`src/rtl/simple_interconnect_initiator.sv`:
```
// Initiator end of the simple interconnect bus: command port, write-data FIFO,
// bus sequencing FSM and a two-stage read-return pipeline.
module simple_interconnect_initiator #(
    parameter int DATA_W      = 4,
    parameter int ADDR_W      = 3,
    parameter int LEN_W       = 3,
    parameter int WFIFO_DEPTH = 8,
    localparam int CW = $clog2(WFIFO_DEPTH) + 1,
    localparam int PW = $clog2(WFIFO_DEPTH)
) (
    input  logic              clk,
    input  logic              resetn,
    input  logic              cmd_valid,
    output logic              cmd_ready,
    input  logic              cmd_wr,
    input  logic [ADDR_W-1:0] cmd_addr,
    input  logic [LEN_W-1:0]  cmd_len,
    input  logic              wfifo_push,
    input  logic [DATA_W-1:0] wfifo_data,
    output logic [CW-1:0]     wfifo_count,
    output logic              wfifo_full,
    output logic              wfifo_ovf,
    output logic              rd_valid,
    output logic [DATA_W-1:0] rd_data,
    output logic              rd_last,
    output logic              cmd_err,
    output logic              busy,
    output logic [ADDR_W-1:0] address,
    output logic              wr,
    output logic              rd,
    output logic [LEN_W-1:0]  length,
    output logic [DATA_W-1:0] wdata,
    input  logic [DATA_W-1:0] rdata
);
    typedef enum logic [1:0] {S_IDLE, S_WAITW, S_APHASE, S_DATA} state_t;

    state_t            state, state_d;
    logic              l_wr;
    logic [ADDR_W-1:0] l_addr;
    logic [LEN_W-1:0]  l_len;
    logic [LEN_W-1:0]  beat_cnt, beat_d;
    logic [DATA_W-1:0] mem [WFIFO_DEPTH];
    logic [PW-1:0]     wr_ptr, rd_ptr;
    logic [CW-1:0]     count_d;
    logic              s1_v, s1_last, s1_v_d, s1_last_d;

    logic              accept, lat_en, pop, push_ok, busy_d;
    logic              eff_wr;
    logic [ADDR_W-1:0] eff_addr, addr_d;
    logic [LEN_W-1:0]  eff_len, len_d;
    logic              wr_d, rd_d;
    logic [DATA_W-1:0] wdata_d;

    // Command handshake: a command transfers on a rising edge where cmd_valid
    // and cmd_ready are both high; cmd_ready is high only while idle.
    always_comb begin
        accept    = cmd_valid && cmd_ready;
        lat_en    = 1'b0;
        state_d   = state;
        beat_d    = beat_cnt;
        case (state)
            S_IDLE: begin
                if (accept && cmd_len != '0) begin
                    lat_en = 1'b1;
                    if (!cmd_wr || wfifo_count >= CW'(cmd_len)) state_d = S_APHASE;
                    else                                         state_d = S_WAITW;
                end
            end
            S_WAITW:  if (wfifo_count >= CW'(l_len)) state_d = S_APHASE;
            S_APHASE: begin
                state_d = S_DATA;
                beat_d  = l_len;
            end
            S_DATA: begin
                beat_d = beat_cnt - LEN_W'(1);
                if (beat_cnt == LEN_W'(1)) state_d = S_IDLE;
            end
            default: state_d = S_IDLE;
        endcase

        eff_wr   = lat_en ? cmd_wr   : l_wr;
        eff_addr = lat_en ? cmd_addr : l_addr;
        eff_len  = lat_en ? cmd_len  : l_len;

        // Bus outputs are registered, so they are derived from the next state.
        addr_d  = '0;
        len_d   = '0;
        wr_d    = 1'b0;
        rd_d    = 1'b0;
        wdata_d = '0;
        pop     = 1'b0;
        if (state_d == S_APHASE) begin
            addr_d = eff_addr;
            len_d  = eff_len;
            wr_d   = eff_wr;
            rd_d   = !eff_wr;
        end else if (state_d == S_DATA) begin
            addr_d = l_addr;
            if (l_wr) begin
                wdata_d = mem[rd_ptr];
                pop     = 1'b1;
            end
        end

        push_ok   = wfifo_push && !wfifo_full;
        count_d   = wfifo_count + CW'(push_ok) - CW'(pop);
        s1_v_d    = (state == S_DATA) && !l_wr;
        s1_last_d = s1_v_d && (beat_cnt == LEN_W'(1));
        busy_d    = (state_d != S_IDLE) || s1_v_d || s1_v;
    end

    always_ff @(posedge clk or negedge resetn) begin
        if (!resetn) begin
            state       <= S_IDLE;
            l_wr        <= 1'b0;
            l_addr      <= '0;
            l_len       <= '0;
            beat_cnt    <= '0;
            wr_ptr      <= '0;
            rd_ptr      <= '0;
            wfifo_count <= '0;
            wfifo_full  <= 1'b0;
            wfifo_ovf   <= 1'b0;
            s1_v        <= 1'b0;
            s1_last     <= 1'b0;
            rd_valid    <= 1'b0;
            rd_last     <= 1'b0;
            rd_data     <= '0;
            cmd_ready   <= 1'b0;
            cmd_err     <= 1'b0;
            busy        <= 1'b0;
            address     <= '0;
            wr          <= 1'b0;
            rd          <= 1'b0;
            length      <= '0;
            wdata       <= '0;
        end else begin
            state    <= state_d;
            beat_cnt <= beat_d;
            if (lat_en) begin
                l_wr   <= cmd_wr;
                l_addr <= cmd_addr;
                l_len  <= cmd_len;
            end
            if (push_ok) wr_ptr <= wr_ptr + PW'(1);
            if (pop)     rd_ptr <= rd_ptr + PW'(1);
            wfifo_count <= count_d;
            wfifo_full  <= (count_d == CW'(WFIFO_DEPTH));
            wfifo_ovf   <= wfifo_push && wfifo_full;
            // rdata lags a data beat by one cycle; capture it one cycle later.
            s1_v     <= s1_v_d;
            s1_last  <= s1_last_d;
            rd_valid <= s1_v;
            rd_last  <= s1_v && s1_last;
            rd_data  <= s1_v ? rdata : '0;
            cmd_ready <= (state_d == S_IDLE);
            cmd_err   <= accept && (cmd_len == '0);
            busy      <= busy_d;
            address   <= addr_d;
            wr        <= wr_d;
            rd        <= rd_d;
            length    <= len_d;
            wdata     <= wdata_d;
        end
    end

    always_ff @(posedge clk) begin
        if (push_ok) mem[wr_ptr] <= wfifo_data;
    end
endmodule

```
`config.mk`:
```
export PLATFORM = sky130hd
export DESIGN_NAME = simple_interconnect_initiator
export DESIGN_NICKNAME = d
export VERILOG_FILES = /design/src/rtl/simple_interconnect_initiator.sv
export SDC_FILE = /design/constraint.sdc
export NUM_CORES = 1
export LEC_CHECK = 0
export BUFFER_PORTS_ARGS = -buffer_cell sky130_fd_sc_hd__buf_4
export CORE_ASPECT_RATIO = 1.1
export CORE_MARGIN = 5
export CORE_UTILIZATION = 56
export DETAILED_ROUTE_END_ITERATION = 10
export GPL_ROUTABILITY_DRIVEN = 0
export PLACE_DENSITY = 0.8
export SLEW_MARGIN = 10
export SYNTH_ARGS = -nofsm -noshare
export SYNTH_HDL_FRONTEND = slang
export SYNTH_SLANG_ARGS = --single-unit
```
`constraint.sdc`:
```
create_clock -name clk -period 3.1 [get_ports clk]
set_input_delay 0.775 -clock clk [delete_from_list [all_inputs] [get_ports clk]]
set_output_delay 0.775 -clock clk [all_outputs]
set_load 0.02 [all_outputs]
```
# ---- After elaboration in Yosys (flattened, before gate mapping)
# Memory sizes are Yosys's and may differ from the RTL's.
# Cells that the tools add are included.
dict set report word_totals {
  mem_bits_rw 32
  output_inout_bits 27
  latch_bits 0
  rom_bits 0
  input_bits 19
  elab_cells 84
  memories 1
  reg_bits 47
}
dict set report op_classes {
  shift 0
  addsub 5
  n_bitwise 0
  mul 0
  eq_ne 7
  muxes 25
  div_mod_pow 0
  n_reduce_logical 21
  magnitude_cmp 2
}
# name words width rd rd_ports_with_merged_regs write_ports line_no
set mem_list {}
lappend mem_list {mem 8 4 1 0 1 42} ;# logic [DATA_W-1:0] mem [WFIFO_DEPTH];
# operator count
set ops {}
lappend ops {{two-way mux 4 bit} 4}
lappend ops {{two-way mux 3 bit} 5}
lappend ops {{two-way mux 1 bit} 10}
lappend ops {{equality test 2 bit, second input constant} 4}
lappend ops {{greater-or-equal comparator 4 x 3 -> 1 bit} 2}
lappend ops {{logical AND 1 bit} 8}
lappend ops {{two-way mux 2 bit} 4}
lappend ops {{case mux 2 bit (4 select lines)} 1}
lappend ops {{adder 3 x 1 -> 3 bit, second input constant} 2}
lappend ops {{case mux 3 bit (2 select lines)} 1}
lappend ops {{adder 4 x 1 -> 4 bit} 1}
lappend ops {{equality test 4 bit, second input constant} 1}
lappend ops {{zero test 1 bit} 4}
lappend ops {{zero test 2 bit} 2}
lappend ops {{nonzero test 2 bit} 2}
lappend ops {{subtractor 4 x 1 -> 4 bit} 1}
lappend ops {{equality test 3 x 1 -> 1 bit, second input constant} 1}
lappend ops {{zero test 3 bit} 1}
lappend ops {{logical OR 1 bit} 3}
lappend ops {{nonzero test 3 bit} 1}
lappend ops {{subtractor 3 x 1 -> 3 bit, second input constant} 1}
lappend ops {{equality test 2 x 1 -> 1 bit, second input constant} 1}

# ---- Longest topological paths before layout
# Gate-level depths: netlist (run 1).
dict set report logic_depth {
  depth_word 10
  depth_mapped 12
  mapped_depth_nobuf 12
}

# ---- Worst setup path before layout (run 1)
# No wires, ideal clock.
dict set report synth_timing {
  path_kind {input-to-reg}
  startpoint {in wfifo_push}
  endpoint {reg wfifo_full}
  cell_stages 9
  arrival_ns 2.444
  setup_slack_ns 0.551
  setup_ns 0.105
  path_buffers 0
  required_time_ns 2.995
  path_cell_list {nor2b_1 inv_1 ha_1 inv_1 ha_1 inv_1 fa_1 inv_1 nor4b_1}
}
dict set report synth_between {
  elab_chain_len 4
}
# item line_no
set synth_lines {}
lappend synth_lines {{start: declaration} 18} ;# input logic wfifo_push,
lappend synth_lines {{logical AND 1 bit} 105} ;# push_ok = wfifo_push && !wfifo_full;
lappend synth_lines {{adder 4 x 1 -> 4 bit} 106} ;# count_d = wfifo_count + CW'(push_ok) - CW'(pop);
lappend synth_lines {{subtractor 4 x 1 -> 4 bit} 106}
lappend synth_lines {{named net count_d[1]} 44} ;# logic [CW-1:0] count_d;
lappend synth_lines {{equality test 4 bit} 148} ;# wfifo_full <= (count_d == CW'(WFIFO_DEPTH));
lappend synth_lines {{end signal: assignment} 148}
lappend synth_lines {{end: declaration} 21} ;# output logic wfifo_full,
# The timed path passes the listed nets, and every way through them passes these cells.
# A chain may end at the register's enable or synchronous reset.

# ---- Final worst setup path (run 1)
dict set report layout_timing {
  startpoint {reg beat_cnt[0]}
  endpoint {reg wfifo_full}
}
dict set report layout_between {
  elab_chain_len 8
  word_cells_on_any_way 9
  cone_classes {add/sub (1); eq/ne (4); mux (4)}
}
# item line_no
set layout_lines {}
lappend layout_lines {{start: declaration} 41} ;# logic [LEN_W-1:0] beat_cnt, beat_d;
lappend layout_lines {{start signal: assignment} 139} ;# beat_cnt <= beat_d;
lappend layout_lines {{equality test 3 x 1 -> 1 bit *} 76} ;# if (beat_cnt == LEN_W'(1)) state_d = S_IDLE;
lappend layout_lines {{two-way mux 2 bit *} 76}
lappend layout_lines {{case mux 2 bit (4 select lines) *} 61} ;# case (state)
lappend layout_lines {{equality test 2 bit} 97} ;# end else if (state_d == S_DATA) begin
lappend layout_lines {{two-way mux 1 bit} 97}
lappend layout_lines {{two-way mux 1 bit *} 92} ;# if (state_d == S_APHASE) begin
lappend layout_lines {{named net pop} 47} ;# logic accept, lat_en, pop, push_ok, busy_d;
lappend layout_lines {{subtractor 4 x 1 -> 4 bit *} 106}
lappend layout_lines {{named net count_d[1]} 44}
lappend layout_lines {{equality test 4 bit *} 148}
# Mark *: on every way through the listed nets, which the timed path passes. The rest lies on a longest branch.

==> metrics.md, run 1 <==
| Metric | Value |
|---|---|
| Via count of the first global-routing pass | 1964 |
| Worst-path clk slew | 90 ps |
| Portion of the clock cycle consumed by the worst path in the final layout | 84.7% |
| Layout cell share with drive strength beyond 1 | 25.3% |
| Dominant register cell in the synthesized netlist | sky130_fd_sc_hd__dfrtp_1 |
| CTS-repair resized insts | 0 |
| Max cap viols | 0 |
| Setup repair after global routing missed its margin | false |
| DRC violation count after routing | 0 |
| Wire length of the first global-routing pass | 9200 um |
| Clock tree from TritonCTS | done |
| Top-area cell type share of the netlist area | 35.8% |
| Total die area | 7500 um^2 |
| CP Class | reg2reg |
| Inserted Diodes | 0 |
| Max Transition Viols Final | 0 |
| Number of instances in the synthesized netlist | 238 |
| Min setup slack post-route | 476 ps |
| Number of enable-type register cells in the synthesized netlist | 32 |
| Top cells by area, synth | sky130_fd_sc_hd__dfrtp_1, sky130_fd_sc_hd__edfxtp_1, sky130_fd_sc_hd__mux4_2 |
| Clock tree root buffer cell | sky130_fd_sc_hd__clkbuf_8 |
| Boundary Pins | 46 |
| Effective utilization at floorplan | 57.3% |
| First drt pass iteration count | 4 |
| Overall Global Routing Usage | 15.9% |
| Buffers on Ports | 45 |
| Synthesized area per cell | 13.8 um^2 |
| Outcome | completed |
| Crit path time final | 2620 ps |
| Clock skew after layout | 7.26 ps |
| Most frequently used cell type in the post-synthesis netlist | sky130_fd_sc_hd__dfrtp_1 |
| Number of buffers inserted to repair setup after CTS | 0 |
| Latest clock arrival within the worst-skew pair | 350 ps |
| Standard-cell rows | 29 |
| Number of antenna violations at the first check in global routing | 0 |
| HPWL after detailed placement | 4050 um |
| Iter 0 DRT Violations | 54 |
| Cell type with the highest aggregate area in the netlist | sky130_fd_sc_hd__dfrtp_1 |
| Remaining global-route overflow | 0 |
| Synthesized area | 3280 um^2 |
| Data required time of the worst path | 3340 ps |
| Endpoint kind of the worst setup timing path | register |
| Die boundary height | 90.3 um |
| Maximum buffer depth of the clock tree | 2 |
| Largest net degree at the start of global routing | 48 |
| Detail Route Antenna Nets | 0 |
| Sum of negative setup slack | 0 ps |
| Overall via count from detail_route | 1915 |
| Total number of nets in the final design | 321 |
| Max-Slew Margin vs Limit | 56.3% |
| Horizontal extent of the die | 83.0 um |
| Number of failing setup endpoints in the final timing report | 0 |
| Worst Setup Slack post-DPL | 510 ps |
| Number of distinct library cells after synthesis | 37 |
| Critical path fanouts, max | 7 |
| Static leakage power | 1.73 nW |
| Worst vdd rail ir drop | 524 uV |
| Setup crit start kind | register |
| Flip-flop and latch count after synthesis | 79 |
| Pwr/cell area | 932 nW/um^2 |
| Average via count per standard cell | 5.19 |
| Critical path data arrival time | 2860 ps |
| Signed area change from the synthesized netlist to the final layout | 17.9% |
| Max Clock Freq | 381 MHz |
| Post-synth ARST share | 59.5% |
| Total Wirelength | 5470 um |
| Hold buffer count at CTS | 0 |
| Ys Warns | 0 |
| Class of the tightest hold or removal check | in2async |
| Total core area | 5730 um^2 |
| Number of clock buffers inserted by TritonCTS | 9 |
| Pin slew with the least headroom to its limit | 651 ps |
| List of most frequent post-synthesis cells | sky130_fd_sc_hd__dfrtp_1, sky130_fd_sc_hd__edfxtp_1, sky130_fd_sc_hd__nand2_1, sky130_fd_sc_hd__inv_1, sky130_fd_sc_hd__ha_1 |
| Clock sinks | 79 |
| Sequential share of the synthesized area | 65.1% |
| Final routed wire length divided by cell count | 14.8 um |
| Synthesized Nets | 272 |
| Final Hold Viols | 0 |
| H-tree depth | 3 |
## state kept, by name (all words and copies together) (netlist names), 2 cells and up
| register | cells |
|---|---|
| address | 3 |
| beat_cnt | 3 |
| l_addr | 3 |
| l_len | 3 |
| length | 3 |
| mem | 32 |
| rd_data | 4 |
| rd_ptr | 3 |
| state | 2 |
| wdata | 4 |
| wfifo_count | 4 |
| wr_ptr | 3 |
## layout make-up
type	count	area, um^2
flip-flops and latches	79	2140
fillers	437	1860
multi-input cells	134	1040
repair buffers	46	345
clock buffers	9	124
well taps	77	96.3
inverters	17	63.8
clock inverters	7	61.3
## logic make-up (layout without fill, tap and decap cells)
logic type / Yosys count / count (layout) / share of synthesized area [%]
DFF: 79 / 79 / 65.1
and+or+nand+nor: 76 / 76 / 11.5
buffers and inverters: 25 / 79 / 3.12
AOI/OAI and AO/OA: 21 / 21 / 4.76
muxes: 16 / 16 / 8.00
adders and majority gates: 15 / 15 / 5.94
xor gates and xnor gates: 6 / 6 / 1.60
## cells in the final DEF, fill, tap and decap left out, drive strengths merged, types with 7 or more instances in the layout
cell type  netlist  final
ha              14     14
and2             7      7
nand2           30     30
inv             17     21
dfrtp           47     47
edfxtp          32     32
mux4             8      8
clkbuf           4      9
nor2            13     13
buf              4     46
## layer usage
metal | track usage (%) | vias up | share of wire [%] | wire length (um)
met4 | 6.54 | 0 | 1.4 | 79
li1 | - | 937 | - | -
met1 | 17.9 | 927 | 40 | 2180
met5 | 0 | - | 0 | 0
met2 | 27.5 | 44 | 54 | 2970
met3 | 5.47 | 7 | 4.4 | 242
## report_power, final
part           total, W  switching (W)  internal (W)  leakage [nW]
clock          0.000706       0.000401      0.000305        0.0888
combinational   0.00125       0.000637      0.000616         0.760
sequential      0.00165       0.000275       0.00137         0.879
## worst paths after layout
kind / slack [ps] / end / startpoint / depth (start not counted)
worst max-delay path: 480 / wfifo_full$_DFF_PN0_ / beat_cnt[0]$_DFFE_PN0P_ / 11
worst min-delay path: 410 / address[2]$_DFF_PN0_ / resetn / 1
worst max register to register: 480 / wfifo_full$_DFF_PN0_ / beat_cnt[0]$_DFFE_PN0P_ / 11
worst min register to register: 470 / rd_valid$_DFF_PN0_ / s1_v$_DFF_PN0_ / 0
max in group asynchronous: 2310 / wfifo_count[3]$_DFF_PN0_ / resetn / 1
min in group clk: 470 / rd_valid$_DFF_PN0_ / s1_v$_DFF_PN0_ / 0
## worst max-delay path: stages, from the launching register on
cell,delay (ps)
sky130_fd_sc_hd__dfrtp_1,410
sky130_fd_sc_hd__ha_1,220
sky130_fd_sc_hd__nand3b_1,120
sky130_fd_sc_hd__nand3_1,250
sky130_fd_sc_hd__inv_1,190
sky130_fd_sc_hd__ha_1,240
sky130_fd_sc_hd__inv_1,50
sky130_fd_sc_hd__ha_1,150
sky130_fd_sc_hd__inv_1,50
sky130_fd_sc_hd__fa_1,470
sky130_fd_sc_hd__inv_1,50
sky130_fd_sc_hd__nor4b_1,310
## through the flow
step	hold WS (ps)	total power, W	instance area, um^2	instances	util, %
6_report	410	0.00361	3870	369	67.5
5_1_grt	461	0.00387	3870	369	67.5
4_1_cts	423	0.00365	3870	369	67.5
3_5_place_dp	457	0.00295	3690	353	64.3
3_3_place_gp	445	0.00291	3690	353	64.3
2_1_floorplan	415	0.00253	3280	238	-
Note: power is estimated with default switching activity, not from simulation.
==> run 2: changes to the inputs <==
==> constraint.sdc (replaced) <==
create_clock -name clk -period 2.55 [get_ports clk]
set_input_delay 0.6375 -clock clk [delete_from_list [all_inputs] [get_ports clk]]
set_output_delay 0.6375 -clock clk [all_outputs]
set_load 0.02 [all_outputs]
==> metrics.md, run 2 (synthesis gave the netlist of run 1 again) <==
| Metric | Value |
|---|---|
| Outcome | completed |
| Number of flip-flops under the largest register name | 32 |
| Crit path time final | 2400 ps |
| Source of the critical timing path | beat_cnt[1]$_DFFE_PN0P_ |
| Number of clock buffers inserted by TritonCTS | 9 |
| Post-placement cell count | 362 |
| First drt pass iteration count | 4 |
| Clock skew after layout | 12.9 ps |
| Clock tree root buffer cell | sky130_fd_sc_hd__clkbuf_8 |
| Hold buffer count at CTS | 0 |
| Wire length of the first global-routing pass | 9520 um |
| Buffers on Ports | 45 |
| Remaining global-route overflow | 0 |
| Sum of buffers and inverters on the critical path | 5 |
| Most common cell on crit path | sky130_fd_sc_hd__inv_1 |
| Portion of the clock cycle consumed by the worst path in the final layout | 93.9% |
| Maximum buffer depth of the clock tree | 2 |
| Hold slack | 280 ps |
| Total number of nets in the final design | 331 |
| Max Clock Freq | 417 MHz |
| Horizontal extent of the die | 83.0 um |
| Standard-cell rows | 29 |
| Layout cell share with drive strength beyond 1 | 28.5% |
| Class of the tightest hold or removal check | in2async |
| Storage element area | 2140 um^2 |
| Static leakage power | 1.79 nW |
| Setup crit start kind | register |
| Average via count per standard cell | 5.32 |
| Max Transition Viols Final | 0 |
| Worst-path clk slew | 90 ps |
| Boundary Pins | 46 |
| Signed area change from the synthesized netlist to the final layout | 20.8% |
| Data required time of the worst path | 2800 ps |
| HPWL after detailed placement | 4210 um |
| Kind of cell adding the most delay to the critical path | adder cells |
| Ordered cell list for the critical path | inv_1, ha_1, nand3b_1, nand3_2, inv_1, ha_1, inv_1, ha_1, inv_1, fa_1, inv_1, nor4b_2 |
| Clock sinks | 79 |
| Most common cell after layout, fill and taps aside | sky130_fd_sc_hd__buf_4 |
| Max cap viols | 0 |
| Overall Global Routing Usage | 16.2% |
| Clock tree from TritonCTS | done |
| Reg with most FFs | mem |
| Overall via count from detail_route | 2017 |
| Area of the multi-input gates | 1060 um^2 |
| CP Class | reg2reg |
| Endpoint kind of the worst setup timing path | register |
| Latest clock arrival within the worst-skew pair | 350 ps |
| DRC violation count after routing | 0 |
| Finished Layout Cells | 379 |
| Sum of negative setup slack | 0 ps |
| Critical path data arrival time | 2640 ps |
| Power, Total | 0.00453 W |
| Via count of the first global-routing pass | 2000 |
| Die boundary height | 90.3 um |
| FILL cells | 431 |
| Total core area | 5730 um^2 |
| H-tree depth | 3 |
| Pin slew with the least headroom to its limit | 604 ps |
| Max-Slew Margin vs Limit | 59.5% |
| Reg-to-Reg Start | beat_cnt[1]$_DFFE_PN0P_ |
| Final Hold Viols | 0 |
| Final routed wire length divided by cell count | 15.2 um |
| Total Wirelength | 5770 um |
| Number of antenna violations at the first check in global routing | 0 |
| Pwr/cell area | 1140 nW/um^2 |
| Largest stage delay on the critical path | 470 ps |
| Most used cells in the layout excluding fill and tap cells | sky130_fd_sc_hd__buf_4, sky130_fd_sc_hd__dfrtp_1, sky130_fd_sc_hd__edfxtp_1, sky130_fd_sc_hd__nand2_1, sky130_fd_sc_hd__inv_1 |
| Detail Route Antenna Nets | 0 |
| Largest net degree at the start of global routing | 48 |
| Total die area | 7500 um^2 |
| Inserted Diodes | 0 |
| Number of failing setup endpoints in the final timing report | 0 |
| Effective utilization at floorplan | 57.3% |
| Worst vdd rail ir drop | 646 uV |
| Iter 0 DRT Violations | 109 |
| Critical path fanouts, max | 3 |
| Slowest cell on the critical path | sky130_fd_sc_hd__fa_1 |
run 2: changes by cell type in the layout (fill, tap and decap cells not counted):
cell	change
sky130_fd_sc_hd__buf_4	+10
sky130_fd_sc_hd__clkinv_4	-1
sky130_fd_sc_hd__clkinvlp_4	-1
sky130_fd_sc_hd__inv_6	-1
sky130_fd_sc_hd__inv_8	+3
sky130_fd_sc_hd__nand3_1	-1
sky130_fd_sc_hd__nand3_2	+1
sky130_fd_sc_hd__nor4b_1	-1
sky130_fd_sc_hd__nor4b_2	+1
run 2: per-stage QoR:
step           util, %  area (um^2)  worst slack [ps]
5_1_grt           69.2         3970             -13.2
6_report          69.2         3970               155
3_3_place_gp      65.5         3750               169
2_1_floorplan        -         3280               139
4_1_cts           68.9         3950              73.7
3_5_place_dp      65.5         3750              12.7
run 2: path summary, 6_finish.rpt:
| path | endpoint | slack [ps] | cells past startpoint |
|---|---|---|---|
| min in group clk | rd_last$_DFF_PN0_ | 460 | 1 |
| worst min-delay path | cmd_ready$_DFF_PN0_ | 280 | 1 |
| worst max-delay path | wfifo_full$_DFF_PN0_ | 150 | 12 |
| worst max register to register | wfifo_full$_DFF_PN0_ | 150 | 12 |
| max in group asynchronous | wr_ptr[1]$_DFFE_PN0P_ | 1880 | 1 |
| worst min register to register | rd_last$_DFF_PN0_ | 460 | 1 |
run 2: worst reg2reg max path, delay by kind of cell, from the launching register on:
family | cells | cell delay (ps)
simple gates | 3 | 530
buf+inv | 5 | 320
fa+ha+maj | 4 | 1090
flops | 1 | 370
run 2: per-layer routing:
metal	GRT usage [%]	up-vias	part of all wire, %	wire (um)
met5	0	-	0	0
met4	5.86	0	1.1	61
met3	5.38	5	5.2	298
met2	27.0	68	52	2980
met1	19.6	986	42	2430
li1	-	958	-	-
run 2: repair_timing:
action,4_1_cts,5_1_grt
setup buffers,0,1
hold endpoints to repair,0,0
resized for setup,0,2
endpoints found under the setup margin,0,1
run 2: area by class of cell:
type	count	area share (%)
inverter	17	1.61
clock buffer	9	3.12
clock inverter	7	1.77
sequential	79	53.9
multi-input combinational	134	26.6
timing repair buffer	56	10.6
tap	77	2.43
run 2: where the power goes:
part / total, W / switching [W] / internal (W)
Sequential: 0.00198 / 0.000309 / 0.00167
Clock: 0.000899 / 0.000511 / 0.000388
Combinational: 0.00165 / 0.000836 / 0.000811
==> run 3: changes to the inputs <==
--- a/config.mk
+++ b/config.mk
@@ -8,10 +8,10 @@
 export BUFFER_PORTS_ARGS = -buffer_cell sky130_fd_sc_hd__buf_4
 export CORE_ASPECT_RATIO = 1.1
 export CORE_MARGIN = 5
-export CORE_UTILIZATION = 56
+export CORE_UTILIZATION = 40
 export DETAILED_ROUTE_END_ITERATION = 10
 export GPL_ROUTABILITY_DRIVEN = 0
-export PLACE_DENSITY = 0.8
+export PLACE_DENSITY = 0.61
 export SLEW_MARGIN = 10
 export SYNTH_ARGS = -nofsm -noshare
 export SYNTH_HDL_FRONTEND = slang
==> metrics.md, run 3 (synthesis gave the netlist of run 1 again) <==
| Metric | Value |
|---|---|
| Clock sinks | 79 |
| Total core area | 7960 um^2 |
| Layout cell share with drive strength beyond 1 | 28.0% |
| Critical path data arrival time | 2660 ps |
| Latest clock arrival within the worst-skew pair | 350 ps |
| Critical path fanouts, max | 3 |
| Horizontal extent of the die | 96.4 um |
| Worst Setup Slack post-DPL | 78.3 ps |
| Max Clock Freq | 414 MHz |
| Maximum buffer depth of the clock tree | 2 |
| Min setup slack post-route | 137 ps |
| Setup repair after global routing missed its margin | false |
| Max-Slew Margin vs Limit | 58.4% |
| Overall Global Routing Usage | 13.0% |
| Number of clock buffers inserted by TritonCTS | 9 |
| Power Internal | 0.00293 W |
| Die boundary height | 105 um |
| Average via count per standard cell | 4.86 |
| Worst vdd rail ir drop | 406 uV |
| Static leakage power | 1.77 nW |
| Switching part of the total | 35.4% |
| Number of failing setup endpoints in the final timing report | 0 |
| Reg with most FFs | mem |
| CP Class | reg2reg |
| Number of flip-flops under the largest register name | 32 |
| Clock tree from TritonCTS | done |
| Effective utilization at floorplan | 41.3% |
| Flop2flop setup slack | 140 ps |
| Clock tree root buffer cell | sky130_fd_sc_hd__clkbuf_8 |
| Setup crit start kind | register |
| First drt pass iteration count | 4 |
| Clock skew after layout | 12.1 ps |
| Part of the power in registers | 43.9% |
| Pin slew with the least headroom to its limit | 620 ps |
| Clock share of power | 20.5% |
| Most common cell after layout, fill and taps aside | sky130_fd_sc_hd__buf_4 |
| Iter 0 DRT Violations | 87 |
| Crit path time final | 2410 ps |
| Total number of nets in the final design | 329 |
| Largest net degree at the start of global routing | 48 |
| Standard-cell rows | 34 |
| End of the critical path | wfifo_full$_DFF_PN0_ |
| Finished Layout Cells | 408 |
| Total Wirelength | 6040 um |
| Overall via count from detail_route | 1983 |
| Final Hold Viols | 0 |
| Hold buffer count at CTS | 0 |
| Hold slack | 279 ps |
| Max cap viols | 0 |
| DRC violation count after routing | 0 |
| Worst-path clk slew | 90 ps |
| Via count of the first global-routing pass | 2056 |
| Remaining global-route overflow | 0 |
| Buffers on Ports | 45 |
| Number of antenna violations at the first check in global routing | 0 |
| Detail Route Antenna Nets | 0 |
| Sum of negative setup slack | 0 ps |
| Reg-to-Reg Start | beat_cnt[1]$_DFFE_PN0P_ |
| Source of the critical timing path | beat_cnt[1]$_DFFE_PN0P_ |
| R2R depth | 12 |
| Data required time of the worst path | 2790 ps |
| Total die area | 10100 um^2 |
| Pwr/cell area | 1140 nW/um^2 |
| HPWL after detailed placement | 4450 um |
| Endpoint kind of the worst setup timing path | register |
| Signed area change from the synthesized netlist to the final layout | 21.5% |
| Final core utilization | 50.2% |
| Post-placement cell count | 391 |
| Wire length of the first global-routing pass | 10000 um |
| Switching power | 0.00160 W |
| Class of the tightest hold or removal check | in2async |
| Most used cells in the layout excluding fill and tap cells | sky130_fd_sc_hd__buf_4, sky130_fd_sc_hd__dfrtp_1, sky130_fd_sc_hd__edfxtp_1, sky130_fd_sc_hd__nand2_1, sky130_fd_sc_hd__inv_1 |
| Combinational Power Share | 35.7% |
| FILL cells | 720 |
| Worst flop-to-flop path endpoint | wfifo_full$_DFF_PN0_ |
| Portion of the clock cycle consumed by the worst path in the final layout | 94.6% |
| H-tree depth | 3 |
| Final routed wire length divided by cell count | 14.8 um |
| Inserted Diodes | 0 |
| Boundary Pins | 46 |
| Outcome | completed |
| Max Transition Viols Final | 0 |
==> run 3: worst min-delay path by stage <==
stage,from,endpoint,slack [ps],depth (start not counted)
finish,resetn,l_addr[0]$_DFF_PN0_,280,1
global route,resetn,l_addr[0]$_DFF_PN0_,320,1
CTS,resetn,l_addr[0]$_DFF_PN0_,300,1
detailed placement,s1_last$_DFF_PN0_,rd_last$_DFF_PN0_,440,1
global placement,s1_last$_DFF_PN0_,rd_last$_DFF_PN0_,440,1
floorplan,resetn,address[0]$_DFF_PN0_,340,0
==> run 3: repair_timing <==
action / 4_1_cts / 5_1_grt
endpoints found under the hold margin: 0 / 0
gates resized for setup: 0 / 2
setup endpoints to repair: 0 / 1
setup buffers: 0 / 1
==> run 3: critical path, stage by stage, from the launching register on <==
cell,delay [ps]
sky130_fd_sc_hd__dfrtp_1,370
sky130_fd_sc_hd__inv_1,90
sky130_fd_sc_hd__ha_2,180
sky130_fd_sc_hd__nand3b_1,120
sky130_fd_sc_hd__nand3_1,150
sky130_fd_sc_hd__inv_2,70
sky130_fd_sc_hd__ha_1,280
sky130_fd_sc_hd__inv_1,60
sky130_fd_sc_hd__ha_1,150
sky130_fd_sc_hd__inv_1,50
sky130_fd_sc_hd__fa_1,470
sky130_fd_sc_hd__inv_1,50
sky130_fd_sc_hd__nor4b_1,280
==> run 3: through the flow <==
stage          power (W)  area [um^2]
6_report         0.00453         3990
4_1_cts          0.00459         3980
3_5_place_dp     0.00365         3780
5_1_grt          0.00487         3990
2_1_floorplan    0.00307         3280
3_3_place_gp     0.00361         3780
==> run 3: metal layers <==
metal  part of all wire, %  routed length [um]  GRT usage [%]
met1                    44                2670           16.8
met2                    49                2990           20.5
met4                   1.3                  80           5.11
met5                     0                   0              0
met3                   5.0                 299           3.74
==> run 3: power groups by stage <==
stage | clock [W] | combinational (W) | sequential [W]
finish | 0.000928 | 0.00162 | 0.00199
global route | 0.00101 | 0.00180 | 0.00205
CTS | 0.000955 | 0.00163 | 0.00200
detailed placement | 0 | 0.00163 | 0.00202
global placement | 0 | 0.00160 | 0.00201
floorplan | 0 | 0.00106 | 0.00202
==> run 3: layout make-up <==
cell class	instances	area [um^2]	area share, %
inverter	17	63.8	1.60
tap	108	135	3.39
timing repair buffer	54	405	10.2
multi-input combinational	134	1050	26.2
sequential	79	2140	53.5
clock inverter	7	78.8	1.97
clock buffer	9	124	3.10
